==> config.mk <==
export PLATFORM = sky130hd
export DESIGN_NAME = cyclic_encoder_hs
export DESIGN_NICKNAME = d
export VERILOG_FILES = /design/src/rtl/cyclic_encoder_hs.sv
export SDC_FILE = /design/constraint.sdc
export NUM_CORES = 1
export LEC_CHECK = 0
export CORE_MARGIN = 2
export CORE_UTILIZATION = 25
export DETAILED_ROUTE_END_ITERATION = 16
export SLEW_MARGIN = 20
export SYNTH_ARGS = -nofsm -noshare
export SYNTH_HDL_FRONTEND = slang
export SYNTH_SLANG_ARGS = --single-unit
==> constraint.sdc <==
create_clock -name clk -period 1.54 [get_ports clk]
set_input_delay 0.231 -clock clk [delete_from_list [all_inputs] [get_ports clk]]
set_output_delay 0.231 -clock clk [all_outputs]
set_load 0.005 [all_outputs]
==> src/rtl/cyclic_encoder_hs.sv <==
// cyclic_encoder_hs
// Systematic (N,K) cyclic-code encoder with valid/ready handshakes on both
// sides. A K-bit message is captured, its N-K parity bits are produced by a
// serial division LFSR (one message bit per clock, u[0] first), and the
// codeword {parity, message} is held until the consumer accepts it.
// With the defaults (N=7, K=4, G=x^3+x+1) it reproduces the legacy (7,4)
// serial encoder bit for bit.

module cyclic_encoder_hs #(
  parameter int N = 7,
  parameter int K = 4,
  parameter logic [N-K:0] G = 4'b1011
) (
  input  logic         clk,
  input  logic         rst,
  input  logic         in_valid,
  output logic         in_ready,
  input  logic [K-1:0] u,
  output logic         out_valid,
  input  logic         out_ready,
  output logic [N-1:0] v,
  output logic         busy
);

  // Parity width and bit-counter width. The counter is sized to hold K so it
  // can never wrap while a message is being shifted.
  localparam int R  = N - K;
  localparam int CW = $clog2(K + 1);
  localparam logic [CW-1:0] LAST_CNT = CW'(K - 1);

  typedef enum logic [1:0] {
    S_IDLE,
    S_SHIFT,
    S_DONE
  } state_t;

  state_t         r_state;
  state_t         w_stateNext;

  logic [K-1:0]   r_m;
  logic [R-1:0]   r_p;
  logic [R-1:0]   w_pNext;
  logic [CW-1:0]  r_cnt;
  logic [N-1:0]   r_v;

  logic           w_bit;
  logic           w_fb;
  logic           w_accept;
  logic           w_lastShift;

  // A message is taken only while idle; in_valid elsewhere is ignored.
  assign w_accept    = (r_state == S_IDLE) && in_valid;
  assign w_lastShift = (r_state == S_SHIFT) && (r_cnt == LAST_CNT);

  assign v = r_v;

  // State register; reset wins over every handshake on the same edge.
  always_ff @(posedge clk) begin
    if (rst) begin
      r_state <= S_IDLE;
    end else begin
      r_state <= w_stateNext;
    end
  end

  // Next-state logic and handshake outputs, decoded from the current state.
  always_comb begin
    w_stateNext = r_state;
    in_ready    = 1'b0;
    out_valid   = 1'b0;
    busy        = 1'b0;
    case (r_state)
      S_IDLE: begin
        in_ready = 1'b1;
        if (in_valid) begin
          w_stateNext = S_SHIFT;
        end
      end
      S_SHIFT: begin
        busy = 1'b1;
        if (r_cnt == LAST_CNT) begin
          w_stateNext = S_DONE;
        end
      end
      S_DONE: begin
        busy      = 1'b1;
        out_valid = 1'b1;
        if (out_ready) begin
          w_stateNext = S_IDLE;
        end
      end
      default: begin
        w_stateNext = S_IDLE;
      end
    endcase
  end

  // Select the message bit addressed by the counter; the compare form keeps
  // the counter width independent of the message register width.
  always_comb begin
    w_bit = 1'b0;
    for (int i = 0; i < K; i++) begin
      if (r_cnt == CW'(i)) begin
        w_bit = r_m[i];
      end
    end
  end

  // One division step: the feedback is the incoming bit xor the register
  // tail, p[R-1] takes the feedback and every other stage takes its upper
  // neighbour xor the feedback gated by the matching generator coefficient.
  always_comb begin
    w_fb    = w_bit ^ r_p[0];
    w_pNext = '0;
    w_pNext[R-1] = w_fb;
    for (int i = 0; i < R - 1; i++) begin
      w_pNext[i] = (w_fb & G[R-1-i]) ^ r_p[i+1];
    end
  end

  // Message register: a private copy so the source may change u right
  // after acceptance.
  always_ff @(posedge clk) begin
    if (rst) begin
      r_m <= '0;
    end else if (w_accept) begin
      r_m <= u;
    end
  end

  // Parity register: cleared on acceptance so no residue from an earlier or
  // aborted message leaks in, then advanced once per SHIFT cycle.
  always_ff @(posedge clk) begin
    if (rst) begin
      r_p <= '0;
    end else if (w_accept) begin
      r_p <= '0;
    end else if (r_state == S_SHIFT) begin
      r_p <= w_pNext;
    end
  end

  // Bit counter: walks 0..K-1 through the message during SHIFT.
  always_ff @(posedge clk) begin
    if (rst) begin
      r_cnt <= '0;
    end else if (w_accept) begin
      r_cnt <= '0;
    end else if (r_state == S_SHIFT) begin
      r_cnt <= r_cnt + CW'(1);
    end
  end

  // Codeword register: loaded with the final parity on the last shift and
  // otherwise left alone, so it stays stable through any back-pressure.
  always_ff @(posedge clk) begin
    if (rst) begin
      r_v <= '0;
    end else if (w_lastShift) begin
      r_v <= {w_pNext, r_m};
    end
  end

endmodule

# --- Yosys cells after proc, flatten, opt, wreduce, memory -nomap -nowiden ---
# Index checks and enable logic that the tools add are counted.
word_totals:
  regBits: 19
  in_bits: 8
  output_inout_bits: 10
  word_cells: 34
classes:
  n_addsub: 1
  n_eq_ne: 8
  n_mux: 11
  n_bitwise: 2
  reduce_logical: 7
op_table:
  columns: ["operator", "count"]
  rows:
  - ["$mux 1", 7]
  - ["$eq 3x2->1 const B", 2]
  - ["$mux 2", 3]
  - ["$pmux 2 s3", 1]
  - ["$ne 2x2->1 const B", 2]
  - ["$reduce_or 2->1", 2]
  - ["$add 3x1->3 const B", 1]
  - ["$eq 3x1->1 const B", 1]
  - ["$logic_not 3->1", 1]
  - ["$reduce_and 3->1", 1]
  - ["$eq 2x1->1 const B", 1]
  - ["$eq 2x2->1 const B", 1]
  - ["$logic_and 1x1->1", 2]
  - ["$logic_not 2->1", 1]
  - ["$ne 2x1->1 const B", 1]
  - ["$xor 1x1->1", 2]

# --- Logic depth before layout (Yosys ltp) ---
# Gate-level depths: netlist of run 1.
logic_depth:
  word_depth: 7
  mapped_depth: 7
  ltp_nobuf: 6

# --- Worst setup path before layout of run 1 ---
# Ideal clock, no wire load.
synth_path:
  kind: "register -> register"
  startpoint: "reg r_cnt[0]"
  endpoint: "reg r_state[0]"
  setup_time_ns: 0.128
  arrival_time_ns: 1.528
  required_time_ns: 1.412
  slack_ns: -0.116
  stages_incl_launch_ff: 7
  path_buffers: 0
  synth_period_minus_slack_ns: 1.656
  cell_sequence: "dfxtp_1 > ha_1 > ha_1 > inv_1 > a222oi_1 > mux2i_1 > nor2_1"
synth_between:
  elab_chain_len: 3
synth_lines:
  columns: ["item", "line", "text"]
  rows:
  - ["start: declaration", "43", "logic [CW-1:0] r_cnt;"]
  - ["start signal: assignment", "150", "r_cnt <= r_cnt + CW'(1);"]
  - ["$eq 3x2->1", "81", "if (r_cnt == LAST_CNT) begin"]
  - ["$ne 2x1->1 (no line)", null, null]
  - ["$reduce_and 3->1 (no line)", null, null]
  - ["end signal: assignment", "62", "r_state <= w_stateNext;"]
  - ["end: declaration", "37", "state_t r_state;"]
# Every way passes these cells.
# A chain may end at the register's enable or synchronous reset.

# --- Worst setup path in the final report of run 1 ---
layout_path:
  startpoint: "reg r_cnt[1]"
  endpoint: "reg r_p[1]"
layout_between:
  elab_chain_len: 7
  elab_cells_between_ends: 10
  cone_classes: "3 x eq/ne; 4 x mux; 2 x bitwise; 1 x reduce/logical"
layout_lines:
  columns: ["item", "line", "text"]
  rows:
  - ["$logic_not 3->1", "103", "if (r_cnt == CW'(i)) begin"]
  - ["$mux 1 (3 in a row)", "103", null]
  - ["$mux 1 (*)", "103", null]
  - ["$xor 1x1->1 (*)", "113", "w_fb = w_bit ^ r_p[0];"]
  - ["$xor 1x1->1 (*)", "117", "w_pNext[i] = (w_fb & G[R-1-i]) ^ r_p[i+1];"]
  - ["end signal: assignment", "139", "r_p <= w_pNext;"]
  - ["end: declaration", "41", "logic [R-1:0] r_p;"]
# Mark *: on every way between the ends. The rest lies on a longest branch, timed or not.

==> results of run 1 <==
-- repair_timing --
item,in CTS,in global routing
endpoints found under the hold margin,0,0
pin swaps,2,4
resized for setup,22,7
setup endpoints to repair,7,11
buffers inserted,6,1
-- final timing paths --
| kind | from | endpoint | slack [ns] | cells past startpoint |
|---|---|---|---|---|
| max reg2reg | r_cnt[1] | r_p[1] | -0.18 | 7 |
| max | r_cnt[1] | r_p[1] | -0.18 | 7 |
| min | v[5] | v[5] | 0.45 | 2 |
| min reg2reg | v[5] | v[5] | 0.45 | 2 |
-- final cells by class --
type | instances | share of cell area [%]
clock inverters | 1 | 0.3433
repair buffers | 35 | 21.20
flip-flops and latches | 19 | 26.78
well taps | 48 | 4.120
inverters | 9 | 2.489
multi-input cells | 80 | 42.23
clock buffers | 3 | 2.833
-- through the flow --
stage	cell area (um^2)	total power [uW]	hold WS, ns	cells
after CTS	1415	1831	0.4599	194
after global placement	1279	1360	0.4427	184
after detailed placement	1279	1390	0.4494	184
after global routing	1458	2005	0.4853	195
final	1458	1855	0.4540	195
after floorplan	991.0	1092	0.3001	112
-- cells in the mapped netlist (2+ instances only) --
library cell	number	share of area [%]
a21oi_1	12	6.4
nand3b_1	2	1.6
mux2i_1	4	4.3
ha_1	9	12
clkbuf_1	3	1.2
o21ai_0	2	1.1
nor2_1	10	4.0
nand2_1	19	7.6
nand3_1	6	3.2
dfxtp_1	19	41
nor2b_1	2	1.3
inv_1	9	3.6
xnor2_1	3	2.8
a211oi_1	2	1.6
or3_1	2	1.3
-- power by group --
| part | switching (uW) | leakage, uW | internal (uW) | total, uW |
|---|---|---|---|---|
| clock | 170 | 0.0000255 | 180 | 350 |
| sequential | 73.6 | 0.000157 | 568 | 641 |
| combinational | 398 | 0.000359 | 466 | 864 |
| total | 642 | 0.000541 | 1210 | 1860 |
-- kinds of logic (layout without fill, tap and decap cells) --
kind of cell | Yosys count | count (layout) | synth area share [%]
and+or+nand+nor | 45 | 45 | 22.22
AOI/OAI and AO/OA | 19 | 19 | 12.72
DFF | 19 | 19 | 40.70
buffers and inverters | 13 | 48 | 5.220
adders and majority gates | 9 | 9 | 12.05
muxes | 4 | 4 | 4.284
xor gates and xnor gates | 3 | 3 | 2.812
-- sequential cells by signal, indices dropped and copies added (netlist names) --
signal and cells:
r_m 4, r_p 3, r_state 2, v 7
r_cnt 3
-- routing by layer --
layer / share of wire [%] / vias to the layer above / GRT usage, %
li1: - / 445 / -
met4: 0.91 / 0 / 3.906
met2: 50 / 15 / 20.62
met3: 2.8 / 2 / 2.397
met5: 0 / - / 0
met1: 47 / 406 / 14.63
-- worst min-delay path: cells and delay by family, from the launching register on --
kind	cells	cell delay, ns
AO/OA/AOI/OAI	1	0.05
flip-flops	1	0.31
AND/OR/NAND/NOR	1	0.05
==> impl_summary.md, run 1 <==
Outcome
The flow ran to the end, but the final reports show violations. The checks that failed: negative setup slack.

Synthesis
The number of synthesized register bits is 19. The mean area per synthesized cell is about 8.3 um^2. The most used flip-flop cell after synthesis is dfxtp_1.

The post-synthesis instance total is 112. The sequential area share after synthesis is between 40% and 50%. The number of nets handed over by synthesis was between 100 and 150. For this run, the number of Yosys warnings is 0. In the synthesized netlist the async set-or-reset flop fraction comes to 0%. The summed instance area of the synthesized netlist is between 900 and 1000 um^2. The count of different cell masters after synthesis is 23.

The number of enable-type register cells in the synthesized netlist is 0.

Die
The floorplan step defined a core boundary enclosing 3633 um^2. The number of primary I/O pins is 18. The starting utilization of the core area is 25.72%. In this run the vertical extent of the chip is roughly 65 um.

The die width is 65.15 um. The placement row count is 22. The floorplan step defined a die boundary enclosing around 4200 um^2.

Final layout
The most common cell after layout, fill and taps aside is nand2_1. In the layout the commonest cells are 19 x nand2_1, 16 x buf_4, 15 x dfxtp_1, 14 x clkdlybuf4s50_1, 11 x a21oi_1. The multi-input gate area in the final layout is about 600 um^2. The fraction of layout cells with a size suffix above 1 is about 29%. The final-stage net count is 165.

The antenna diode count is 0. Across the whole layout, storage elements account for 390.4 um^2. Fill cells in the final layout number 375. The layout overhead on the synthesized area is 55.96%. Measured on the finished design, the core utilization comes to 40.12%.

Clock network
TritonCTS built the clock tree. In this run the number of H-tree levels came out at 1. The tree is rooted in a clkbuf_8. For the worst-skew pair, the clock arrives at the later sink with an insertion delay of 0.26 ns. The clock input transition at the sequential cells of the worst setup and hold paths is 0.07 ns. The largest buffer count on any clock path is 2.

The number of clock buffers added by TritonCTS is 3. For this design, the sink count on the clock tree is 19. After clock tree synthesis, the flow added hold-fix buffers numbering 0.

Global route
The total grt overflow is 0. The initial antenna violation count is 0. The number of global-route vias before repair is 877. In the global route stage, overall resource usage came out at 11.85%. The wire length of the first global-routing pass is between 3000 and 4000 um.

Entering global routing, the biggest net connects 15 pins.

STA
The number of slew-limit violations in the final report is 0. Setup repair after global routing could not meet its margin everywhere. The setup TNS is -0.4696 ns. On the final layout, the worst clock skew is 0.001560 ns.

The final period utilization is 111.9%. Setup violations remaining at the end of the flow were counted as 4. For the pin with the worst max-slew slack, the measured transition is 0.3547 ns.

Measured against its own limit, the worst slew margin works out to 76.19%. Setup slack on the critical path of the routed design comes to -0.1825 ns. The worst path in the final design needs a cycle of 1.723 ns, including I/O delays and setup.

Based on the critical path, the design can be clocked at up to 0.5805 GHz. The final number of hold-violating endpoints is 0.

Worst setup path
The type of origin of the critical path is a flop. For the worst setup path, the data arrival time is 1.89 ns. Of all nets on the critical path, the largest fanout is 4. The cell with the largest stage delay on the worst path is dfxtp_4. The worst stage delay on the critical path is 0.36 ns.

By startpoint and endpoint, the worst setup path is classified as reg -> reg. The kind of cell adding the most delay to the critical path is simple AND/OR/NAND/NOR gates. Counting both buffers and inverters, the worst setup path holds a total of 2. The critical path goes through inv_2 > ha_2 > nand3b_1 > a2111oi_4 > buf_4 > or3_4 > a311oi_2. The capturing element type of the critical path is a flop. The worst path required time is between 1.5 and 2 ns.

Detailed routing
The average detailed-routed wire length per instance is about 12 um. The first-pass iteration count of the detailed router is 4. The post-detailed-route via-to-cell ratio is 4.451. For this run, design rule violations remaining after detail routing come to 0. The detailed router finished its first iteration with 19 violations. The count of nets left with antenna violations once routing finished came out at 0.

The routed layout has 868 vias. The detailed-route wire length is 2316 um.

Min path
The worst hold path belongs to the class reg -> reg.

Place
The quantity of I/O buffers inserted on ports is 17. The worst slack at placement is -0.1377 ns. The routability-driven placement congestion ratio is 0.7741. The HPWL after detailed placement is 1702 um.

Power and ir drop
Dividing total power by cell area gives a power density of 1273 nW/um^2. The leakage dissipation is between 0.0005 and 0.0006 uW. IR analysis of the VDD net gives a maximum drop of 0.7915 mV.

Run
Max-cap violations in this run came to 0.
Note: power is estimated with default switching activity, not from simulation.
==> run 2: changes to the inputs <==
- CORE_MARGIN: 2 -> 10
==> impl_summary.md, run 2 (synthesized netlist as in run 1, its figures left out) <==
Clock network
The number of clock buffers inserted by TritonCTS was 3 (unchanged). The largest buffer count on any clock path is 2 (unchanged). The root buffer cell is clkbuf_8 (unchanged). The clock insertion delay at the later pin of the skew report is 0.26 ns (about the same). The number of levels in the clock H-tree is 1 (unchanged). The count of hold-fix buffers inserted at cts is 0 (unchanged). The TritonCTS clock tree is built (unchanged). The clock net sink count is 19 (unchanged).

The clock input transition at the sequential cells of the worst setup and hold paths came to 0.07 ns (about the same).

STA
The setup TNS was -0.2633 ns (was -0.4696 ns). The final number of hold-violating endpoints came to 0 (unchanged). The worst hold slack is 0.4528 ns (was 0.4540 ns). The final period utilization is 106.3% (was 111.9%).

The clock period minus worst slack is 1.636 ns (was 1.723 ns). The top achievable clock speed is 0.6111 GHz (was 0.5805 GHz). The worst slew margin relative to its limit is 78.33% (was 76.19%). The slew at the pin closest to its max-slew limit is 0.3227 ns (was 0.3547 ns). The total of endpoints with negative setup slack in the final report is 3 (was 4).

Setup repair after global routing missed its margin: yes (unchanged). The post-route clock skew was 0.003321 ns (was 0.001560 ns). The number of slew-limit violations in the final report came to 0 (unchanged). The least setup slack across all paths after layout is -0.09638 ns (was -0.1825 ns).

Final layout
The flip-flop count of the largest register, all copies and words added is 7 (unchanged). The final-stage net count came to 160 (was 165). The layout overhead on the synthesized area is 48.59% (was 55.96%). The final non-filler cell total came to 190 (was 195).

The fraction of layout cells with a size suffix above 1 was 24.65% (was 29.25%). The antenna diode count came to 0 (unchanged). Commonest cells after routing, fill and taps aside: 19 x nand2_1, 15 x dfxtp_1, 14 x clkdlybuf4s50_1, 12 x buf_4, 11 x a21oi_1 (was 19 x nand2_1, 16 x buf_4, 15 x dfxtp_1, 14 x clkdlybuf4s50_1, 11 x a21oi_1).

The area of all placed cells without fillers is 1389 um^2 (was 1458 um^2). The most common cell after layout, fill and taps aside is nand2_1 (unchanged).

Worst setup path
The count of cells along the worst register-to-register path is 8 (was 7). The startpoint of the lowest-slack register-to-register path is r_cnt[1] (unchanged). The register-to-register setup slack came to -0.1 ns (was -0.18 ns).

The critical-path maximum fanout was 5 (was 4). The worst stage delay on the critical path is 0.37 ns (was 0.36 ns). The end of the worst register-to-register path was r_state[1] (was r_p[1]). The critical path arrival is 1.79 ns (was 1.89 ns). Among the stages of the critical path, the cell type that occurs most often is ha_4. Critical-path cell list: buf_6 > ha_4 > ha_4 > inv_2 > a222oi_1 > buf_4 > mux2i_1 > nor2_1 (was inv_2 > ha_2 > nand3b_1 > a2111oi_4 > buf_4 > or3_4 > a311oi_2).

The worst path required time is 1.69 ns (was 1.71 ns). The path type of the worst setup path was reg -> reg (unchanged). The critical path startpoint is r_cnt[1] (unchanged). The type of origin of the critical path is a flop (unchanged). The capturing element type of the critical path is a flop (unchanged). The cell with the largest stage delay on the worst path is dfxtp_4 (unchanged).

Die
The full die area is 6585 um^2 (was 4244 um^2). The die width came to 81.15 um (was 65.15 um). The number of primary I/O pins came to 18 (unchanged). The placement row count came to 22 (unchanged). The placeable core area came to 3633 um^2 (unchanged). The vertical extent of the die is 81.15 um (was 65.15 um). The starting utilization of the core area is 25.72% (unchanged).

Power and ir drop
The leakage dissipation was 0.0005082 uW (was 0.0005407 uW). The power density over the cells was 1294 nW/um^2 (was 1273 nW/um^2). The maximum resistive drop on vdd came to 0.6841 mV (was 0.7915 mV).

Min path
The type of the worst min-delay path is reg -> reg (unchanged). The end point of the worst hold path is v[5] (unchanged). The depth of the worst hold-timing path is 2 (unchanged). The worst hold path startpoint is v[5] (unchanged).

Detailed routing
The post-detailed-route DRC marker count came to 0 (unchanged). The first-pass iteration count of the detailed router was 5 (was 4). The number of nets with antenna violations after detailed routing is 0 (unchanged). The detailed-route wire length is 2386 um (was 2316 um). The average detailed-routed wire length per instance is 12.56 um (was 11.88 um). The total via count in the routed design was 847 (was 868).

The post-detailed-route via-to-cell ratio is 4.458 (was 4.451). The number of design-rule violations left by the first detailed-router iteration is 37 (was 19).

Run
The max-cap check violation count was 0 (unchanged).

Global route
The total grt overflow is 0 (unchanged). The combined global-route utilization of all metal layers came to 8.056% (was 11.85%). The wire length of the first global-routing pass is 4126 um (was 3933 um). The number of global-route vias before repair came to 904 (was 877). The initial antenna violation count was 0 (unchanged). The pin count of the biggest net entering global routing is 15 (unchanged).

Place
The quantity of I/O buffers inserted on ports was 17 (unchanged). The routability-driven placement congestion ratio is 0.7764 (was 0.7741). The instance area after placement was 1279 um^2 (unchanged). The HPWL after detailed placement is 1836 um (was 1702 um).

The number of placed instances, taps included is 184 (unchanged).

Outcome
Outcome: finished with violations (unchanged). Violated checks: negative setup slack (unchanged).
==> run 2: area by class of cell <==
cell class	count	area, um^2
flip-flops and latches	19	390.4
well taps	48	60.06
fillers	389	2245
multi-input cells	80	588.1
inverters	9	36.28
clock inverters	1	5.005
repair buffers	30	267.8
clock buffers	3	41.29
==> run 2: stage by stage <==
stage	power (uW)	util (%)	setup slack, ns
after detailed placement	1393	35.19	-0.1538
final	1797	38.22	-0.09638
after global routing	1930	38.22	-0.1802
after CTS	1793	38.12	-0.1119
after global placement	1364	35.19	-0.05151
after floorplan	1092	-	-0.006037
==> run 2: worst max-delay path by stage <==
stage	endpoint	slack, ns	depth (start not counted)
final	r_state[1]	-0.1	8
after global routing	r_state[0]	-0.18	8
after CTS	r_p[1]	-0.11	6
after detailed placement	r_p[1]	-0.15	6
after global placement	r_p[1]	-0.05	6
after floorplan	r_p[1]	-0.006	6
==> run 2: report_power, final <==
part | total (uW) | internal (uW) | switching, uW
combinational | 801 | 425 | 376
clock | 349 | 180 | 169
sequential | 647 | 568 | 79.0
==> run 2: per-layer routing <==
metal,wire length [um],share of wire (%),track usage (%),up-vias
met5,0,0,0,-
met4,44,1.8,3.633,0
li1,-,-,-,436
met2,1149,48,14.17,15
met1,1020,43,8.132,391
met3,171,7.2,3.422,5
==> run 2: critical path, delay by kind of cell (launching register included) <==
| kind | cells | cell delay (ns) |
|---|---|---|
| multiplexers | 1 | 0.17 |
| buffers and inverters | 3 | 0.32 |
| AO/OA/AOI/OAI | 1 | 0.31 |
| flip-flops | 1 | 0.37 |
| adder cells (fa/ha/maj) | 2 | 0.29 |
| AND/OR/NAND/NOR | 1 | 0.06 |
==> run 2: what timing repair did <==
action	CTS	global route
gates resized for setup	20	2
setup buffers	2	0
endpoints found under the setup margin	7	7
pin swaps	4	4
hold endpoints to repair	0	0
==> run 3: changes to the inputs <==
- CAP_MARGIN: not set -> 20
==> results of run 3 <==
Final layout, timing and power as in run 2 (identical DEF).
